--- config.mk ---
export PLATFORM = sky130hd
export DESIGN_NAME = period_meter
export DESIGN_NICKNAME = d
export VERILOG_FILES = /design/src/rtl/period_meter_pkg.sv /design/src/rtl/edge_sync.sv /design/src/rtl/period_meter.sv
export SDC_FILE = /design/constraint.sdc
export NUM_CORES = 1
export LEC_CHECK = 0
export BUFFER_PORTS_ARGS = -buffer_cell sky130_fd_sc_hd__clkbuf_2
export CORE_MARGIN = 2
export CORE_UTILIZATION = 50
export DETAILED_ROUTE_END_ITERATION = 7
export GPL_ROUTABILITY_DRIVEN = 0
export GPL_TIMING_DRIVEN = 0
export HOLD_SLACK_MARGIN = 0.03
export PLACE_DENSITY = 0.74
export SYNTH_ARGS = -nofsm -noshare
export SYNTH_HDL_FRONTEND = slang
export SYNTH_SLANG_ARGS = --single-unit
--- constraint.sdc ---
create_clock -name clk -period 1.9 [get_ports clk]
set_clock_uncertainty 0.2 [all_clocks]
set_input_delay 0.19 -clock clk [delete_from_list [all_inputs] [get_ports clk]]
set_output_delay 0.19 -clock clk [all_outputs]
set_load 0.02 [all_outputs]
--- src/rtl/period_meter_pkg.sv ---
// rtl/period_meter_pkg.sv - shared constants and FSM state type for the period meter
package period_meter_pkg;

   // System clock the period counts are expressed in
   localparam int SYS_CLK_HZ = 50_000_000;

   // Default counter width and stall limit (1 ms at 50 MHz)
   localparam int CNT_W_DEFAULT   = 16;
   localparam int TIMEOUT_DEFAULT = 50000;

   // Measurement FSM: IDLE while disabled, ARM waiting for a first edge, MEAS counting
   typedef enum logic [1:0] {
      IDLE = 2'd0,
      ARM  = 2'd1,
      MEAS = 2'd2
   } state_t;

endpackage

--- src/rtl/edge_sync.sv ---
// rtl/edge_sync.sv - two-flop synchronizer with rising-edge detector for asynchronous inputs
module edge_sync (
   input  logic clk,
   input  logic reset,
   input  logic d,
   output logic q_sync,
   output logic rise
);

   logic s1;
   logic s2;
   logic prev;

   // Two metastability flops followed by a history flop for edge detection
   always_ff @(posedge clk or posedge reset) begin
      if (reset) begin
         s1   <= 1'b0;
         s2   <= 1'b0;
         prev <= 1'b0;
      end else begin
         s1   <= d;
         s2   <= s1;
         prev <= s2;
      end
   end

   assign q_sync = s2;
   assign rise   = s2 & ~prev;

endmodule

--- src/rtl/period_meter.sv ---
// rtl/period_meter.sv - rising-edge period meter with stall timeout; PERIOD_METER_AVG_EN enables 4-sample averaging
module period_meter
   import period_meter_pkg::*;
#(
   parameter int CNT_W   = CNT_W_DEFAULT,
   parameter int TIMEOUT = TIMEOUT_DEFAULT
) (
   input  logic             clk,
   input  logic             reset,
   input  logic             enable,
   input  logic             sig_in,
   output logic [CNT_W-1:0] period_out,
   output logic             valid,
   output logic             stalled
);

   // Last count value before the stall is declared
   localparam logic [CNT_W-1:0] TERM_CNT = CNT_W'(TIMEOUT - 1);
   localparam logic [CNT_W-1:0] CNT_ONE  = CNT_W'(1);

   state_t           state;
   state_t           state_nxt;
   logic [CNT_W-1:0] counter;
   logic [CNT_W-1:0] meas;
   logic             rise;
   logic             sig_sync_unused;
   logic             terminal;
   logic             meas_done;
   logic             meas_timeout;
   logic             report;
   logic [CNT_W-1:0] report_value;

   edge_sync u_sync (
      .clk    (clk),
      .reset  (reset),
      .d      (sig_in),
      .q_sync (sig_sync_unused),
      .rise   (rise)
   );

   // Counter holds cycles since the last edge minus one, so the period is counter+1
   assign meas         = counter + CNT_ONE;
   assign terminal     = (counter == TERM_CNT);
   assign meas_done    = enable && (state == MEAS) && rise;
   assign meas_timeout = enable && (state == MEAS) && !rise && terminal;

`ifdef PERIOD_METER_AVG_EN
   logic [CNT_W+1:0] acc;
   logic [CNT_W+1:0] acc_next;
   logic [1:0]       samples;

   // Running sum including the measurement completing this cycle
   assign acc_next     = acc + {2'b00, meas};
   assign report       = meas_done && (samples == 2'd3);
   assign report_value = acc_next[CNT_W+1:2];

   // Accumulate four periods, restart after each average or on stall/disable
   always_ff @(posedge clk or posedge reset) begin
      if (reset) begin
         acc     <= '0;
         samples <= 2'd0;
      end else if (!enable || meas_timeout) begin
         acc     <= '0;
         samples <= 2'd0;
      end else if (meas_done) begin
         samples <= samples + 2'd1;
         if (samples == 2'd3) begin
            acc <= '0;
         end else begin
            acc <= acc_next;
         end
      end
   end
`else
   assign report       = meas_done;
   assign report_value = meas;
`endif

   // Next state: disable always wins; re-enable always passes through ARM
   always_comb begin
      state_nxt = state;
      if (!enable) begin
         state_nxt = IDLE;
      end else begin
         case (state)
            IDLE:    state_nxt = ARM;
            ARM:     if (rise) state_nxt = MEAS;
            MEAS:    if (!rise && terminal) state_nxt = ARM;
            default: state_nxt = IDLE;
         endcase
      end
   end

   // State register
   always_ff @(posedge clk or posedge reset) begin
      if (reset) begin
         state <= IDLE;
      end else begin
         state <= state_nxt;
      end
   end

   // Period counter: runs only in MEAS, restarts on every edge or stall, never wraps
   always_ff @(posedge clk or posedge reset) begin
      if (reset) begin
         counter <= '0;
      end else if (!enable || (state != MEAS) || meas_done || meas_timeout) begin
         counter <= '0;
      end else begin
         counter <= meas;
      end
   end

   // Result registers: a rise beats the terminal count; disable freezes period_out and stalled
   always_ff @(posedge clk or posedge reset) begin
      if (reset) begin
         period_out <= '0;
         valid      <= 1'b0;
         stalled    <= 1'b0;
      end else begin
         valid <= report || meas_timeout;
         if (meas_timeout) begin
            period_out <= '0;
            stalled    <= 1'b1;
         end else begin
            if (report) begin
               period_out <= report_value;
            end
            if (meas_done) begin
               stalled <= 1'b0;
            end
         end
      end
   end

endmodule
* Word-level counts from Yosys, hierarchy flattened
Index checks and enable logic that the tools add are counted.
** Cells by class
- $add $sub $neg :: 1
- Equal/unequal tests :: 6
- Mux-type cells :: 9
- Bitwise gates (word level) :: 2
- Reduce and logical (&&, ||, !) cells :: 14
** Operators by type and width (number)
- two-way mux 16 bit :: 3
- adder 16 x 1 -> 16 bit (second input constant) :: 1
- == test 16 bit (second input constant) :: 1
- two-way mux 2 bit :: 3
- case mux 2 bit (3 select lines) :: 1
- logical AND 1 bit :: 5
- logical OR 1 bit :: 4
- inequality test 3 x 2 -> 1 bit (second input constant) :: 1
- inequality test 3 bit (second input constant) :: 1
- == test 2 x 1 -> 1 bit (second input constant) :: 1
- == test 2 bit (second input constant) :: 1
- logical NOT 1 bit :: 2
- logical NOT 2 bit :: 1
- two-way mux 1 bit :: 2
- inequality test 2 bit (second input constant) :: 1
- AND reduction 2 bit :: 1
- nonzero test 2 bit :: 1
- bitwise AND 1 bit :: 1
- inverter 1 bit :: 1
** Word-level totals
- Register bits after elaboration :: 39
- Bits of input ports :: 4
- Output and inout bits :: 18
- Logic and storage cells :: 40

* Logic depth before layout (Yosys ltp)
- Depth after elaboration :: 7
- Depth in mapped cells :: 7

* By module
Synthesis repeated with hierarchy kept, for this count alone.
** Unflattened totals
- Cell total of the unflattened synthesis :: 138
- Area, all modules :: 1744.2 um^2
** By module, submodules not included
- period_meter :: instances 1, cells each 133, area each 1651.6 um^2
- edge_sync :: instances 1, cells each 5, area each 92.6 um^2

* Least setup slack after synthesis
Ideal clock, no wire load.
- Path kind :: register -> register
- Start point :: register counter[10]
- End point :: register period_out[0]
- Setup time :: 0.132 ns
- Arrival :: 1.764 ns
- Required time :: 1.568 ns
- Path slack :: -0.196 ns
- Cell stages (with the launch flop) :: 6
- Path buffers :: 1
- Clock period less this slack :: 2.096 ns
- Cells stage by stage :: dfrtp_1 -> or4b_4 -> nor4_4 -> o21ai_2 -> buf_2 -> o2bb2ai_1
** On the way
- Longest elaborated chain between the ends :: 3
- Elaborated cells on any way between the ends :: 4
** RTL lines
- from (decl) :: RTL line period_meter.sv:23 : logic [CNT_W-1:0] counter;
- from (signal assigned) :: RTL line period_meter.sv:110 : counter <= meas;
- == test 16 bit * :: RTL line period_meter.sv:43 : assign terminal = (counter == TERM_CNT);
- logical AND 1 bit * :: RTL line period_meter.sv:45 : assign meas_timeout = enable && (state == MEAS) && !rise && terminal;
- two-way mux 16 bit / nonzero test 2 bit (equally long branches)
- to (signal assigned) :: RTL line period_meter.sv:127 : period_out <= report_value;
- to (decl) :: RTL line period_meter.sv:12 : output logic [CNT_W-1:0] period_out,
Mark *: on every way between the ends. The rest lies on a longest branch, timed or not.
A chain may end at the register's enable or synchronous reset.

* Worst setup path after layout
- Start point :: register counter[5]
- End point :: register period_out[9]
** On the way
- Longest elaborated chain between the ends :: 3
- Elaborated cells on any way between the ends :: 6
** RTL lines (RTL line)
- adder 16 x 1 -> 16 bit / == test 16 bit (equally long branches) :: period_meter.sv:42, period_meter.sv:43
- two-way mux 16 bit / logical AND 1 bit (equally long branches) :: period_meter.sv:126, period_meter.sv:45
- two-way mux 16 bit / nonzero test 2 bit (equally long branches)
Parallel ways exist; a longest one is shown, timed or not. The select of a mux whose other input is x is not followed.

==> qor.csv <==
stage,metric,value,unit
status,status,"complete, but fails checks",
status,failing checks,negative setup slack,
routing,first drt pass iteration count,4,
synth,Async SR Flop Fraction,1.00,
synth,YS warnings,0,
synth,register area share after synthesis,0.600,
timing,crit share post-route,1.19,
routing,wire length per cell,17.1,um
layout,Final #Nets,193,
global_route,initial antenna violation count,0,
timing,fmax,0.442,GHz
synth,"flops & latches, synth",39,
critical_path,Crit path required time,1.94,ns
timing,count of final setup violators,36,
global_route,vias in the first global route,1271,
global_route,largest net degree at the start of global routing,23,
power,Power Density,643,nW/um^2
critical_path,critical path class,reg -> reg,
worst_hold_path,Hold Crit Class,in -> reg,
global_route,GRT Total Usage,0.237,
critical_path,Worst EP arrival,2.30,ns
global_route,GR Util met1,0.299,
global_route,GR Overflow Total,0,
global_route,first-pass GRT wire length,6150,um
die,DIE WIDTH,61.0,um
synth,Mapped Avg Cell Area,11.8,sq um
synth,"EDFF count, synth",0,
timing,final hold vios,0,
clock_tree,CTS Buf Count,5,
routing,final WL,3990,um
layout,area grow syn2layout,42.0,%
power,internal power,1.15,mW
placement,Buffers on Ports,21,
power,sw frac,0.225,
timing,max-slew violation count,0,
layout,fin area,2310,sq um
power,Max IR drop VDD,486,uV
power,cell leakage power,0.971,nW
clock_tree,clock latency on the worst-skew pair,0.36,ns
synth,Synth Flop Type,dfrtp_1,
timing,RSZ-0062 raised after global routing,true,
clock_tree,"Reg clk slew, reported paths",0.12,ns
timing,smallest hold slack,0.119,ns
die,die area,3720,sq um
routing,Vias per Instance,5.51,
critical_path,Worst Setup Start Kind,flop,
global_route,GRT Max-Usage Layer,met2,
timing,measured slew at the worst slew-check pin,0.757,ns
power,combinational share of power,0.050,
synth,Syn Std Cell Area,1630,sq um
die,DIE HEIGHT,61.0,um
layout,layout cell share with drive strength beyond 1,0.476,
die,I/O pin count,22,
routing,DR vias,1284,
synth,Syn Nets,143,
job,max capacitance violation total,0,
die,Initial Utilization,0.528,
placement,Placed Area,1820,sq um
synth,Post-Synthesis Cells,138,
die,std cell rows,20,
power,sequential share of power,0.572,
timing,Tmin final,2.26,ns
power,Clk pwr share,0.379,
placement,HPWL after DPL,2130,um
routing,DRC viols,0,
synth,Yosys cell types,28,
routing,number of DRC markers in iteration 0,49,
critical_path,"Max FO, Critical Path",6,
clock_tree,Clock Tree Buf Depth,2,
layout,n_diodes,0,
clock_tree,CTS H-Tree Depth,2,
clock_tree,CTS tree,yes,
timing,worst rel slew slack,0.495,
timing,final worst slack,-0.362,ns
power,P_sw,0.334,mW
global_route,grt met3 use,0.0840,
die,CORE AREA,3080,sq um
critical_path,crit end category,flop,
global_route,Global Route met2 Usage,0.384,
clock_tree,clock root buffer,clkbuf_4,
routing,Detail Route Antenna Nets,0,
clock_tree,total clock sinks,39,
registers in the layout, indices dropped and copies added, names as in the netlist:
| signal | cells |
|---|---|
| u_sync.s1 | 1 |
| u_sync.q_sync | 1 |
| period_out | 16 |
| state | 2 |
| valid | 1 |
| counter | 16 |
| stalled | 1 |
| u_sync.prev | 1 |
logic make-up (layout without fill, tap and decap cells):
group / Yosys count / after routing / share of synthesized area
fa+ha+maj: 1 / 1 / 0.00770
simple gates: 53 / 53 / 0.181
xor+xnor: 14 / 14 / 0.0754
buf+inv: 9 / 60 / 0.0285
compound gates: 22 / 22 / 0.107
flops: 39 / 39 / 0.600
layout by cell type (no fill, tap or decap), types with 4 or more instances in the layout:
cell	Yosys	routed
buf_4	1	12
buf_6	1	5
clkbuf_2	0	22
clkbuf_4	0	5
dfrtp_1	39	37
nand2_1	6	6
nand3_1	5	4
nor2_1	21	8
nor2_2	0	9
nor2_4	0	4
nor4_1	5	5
o2bb2ai_2	0	13
xnor2_1	12	12
cells in the mapped netlist (2+ instances only):
cell       count  area share
nor2_1        21       0.049
nand2_1        6       0.014
nor4_1         5       0.019
inv_1          4      0.0092
clkbuf_1       2      0.0046
xnor2_1       12       0.065
dfrtp_1       39        0.60
nand4_1        3       0.012
a21oi_1        4       0.012
o2bb2ai_1     16       0.086
nor2b_1        3       0.012
nand3_1        5       0.015
nor3_1         2      0.0062
xor2_1         2       0.011
worst paths after layout:
path / cells past startpoint / end / from / slack, ns
min in group asynchronous: 3 / counter[3] / reset / 0.31
worst min-delay path: 3 / stalled / enable / 0.12
worst min register to register: 0 / u_sync.q_sync / u_sync.s1 / 0.16
worst max-delay path: 6 / period_out[9] / counter[5] / -0.36
max in group asynchronous: 4 / counter[10] / reset / 0.62
worst max register to register: 6 / period_out[9] / counter[5] / -0.36
critical path: stages, from the launching register on:
cell	delay, ns
dfrtp_1	0.45
or4bb_4	0.55
nor4_4	0.38
buf_4	0.19
o21ai_4	0.09
buf_12	0.16
o2bb2ai_2	0.12
per-layer routing:
| metal | vias to the layer above | part of all wire |
|---|---|---|
| li1 | 595 | - |
| met1 | 630 | 0.41 |
| met2 | 50 | 0.52 |
| met3 | 9 | 0.052 |
| met4 | 0 | 0.023 |
| met5 | - | 0 |
area by class of cell:
class,instances,area (sq um)
sequential,39,978
multi-input combinational,90,785
fill,206,771
timing repair buffer,44,358
tap,44,55.1
clock inverter,3,43.8
clock buffer,5,37.5
buffer,4,35.0
inverter,4,15.0
what timing repair did:
item | CTS | global route
resized for setup | 25 | 26
hold endpoints to repair | 20 | 0
pin swaps | 12 | 8
hold buffers | 3 | 0
buffers inserted | 10 | 8
endpoints found under the setup margin | 36 | 36
gates cloned | 2 | 0
power groups by stage:
stage / logic (mW) / clock network [mW] / registers [mW]
final: 0.0737 / 0.562 / 0.848
after global routing: 0.0816 / 0.602 / 0.850
after CTS: 0.0706 / 0.572 / 0.847
after detailed placement: 0.0561 / 0 / 0.863
after global placement: 0.0473 / 0 / 0.862
after floorplan: 0.0283 / 0 / 0.867
per-stage QoR:
stage                     total power [mW]  TNS, ns  worst slack [ns]  cells   util
after floorplan                      0.895    -3.18            -0.153    138      -
after global routing                  1.53   -12.46            -0.424    233  0.750
after detailed placement             0.919    -9.03            -0.369    204  0.592
after global placement               0.909    -7.19            -0.302    203  0.583
final                                 1.48   -10.34            -0.362    233  0.750
after CTS                             1.49    -7.98            -0.280    227  0.709
Note: power is estimated with default switching activity, not from simulation.
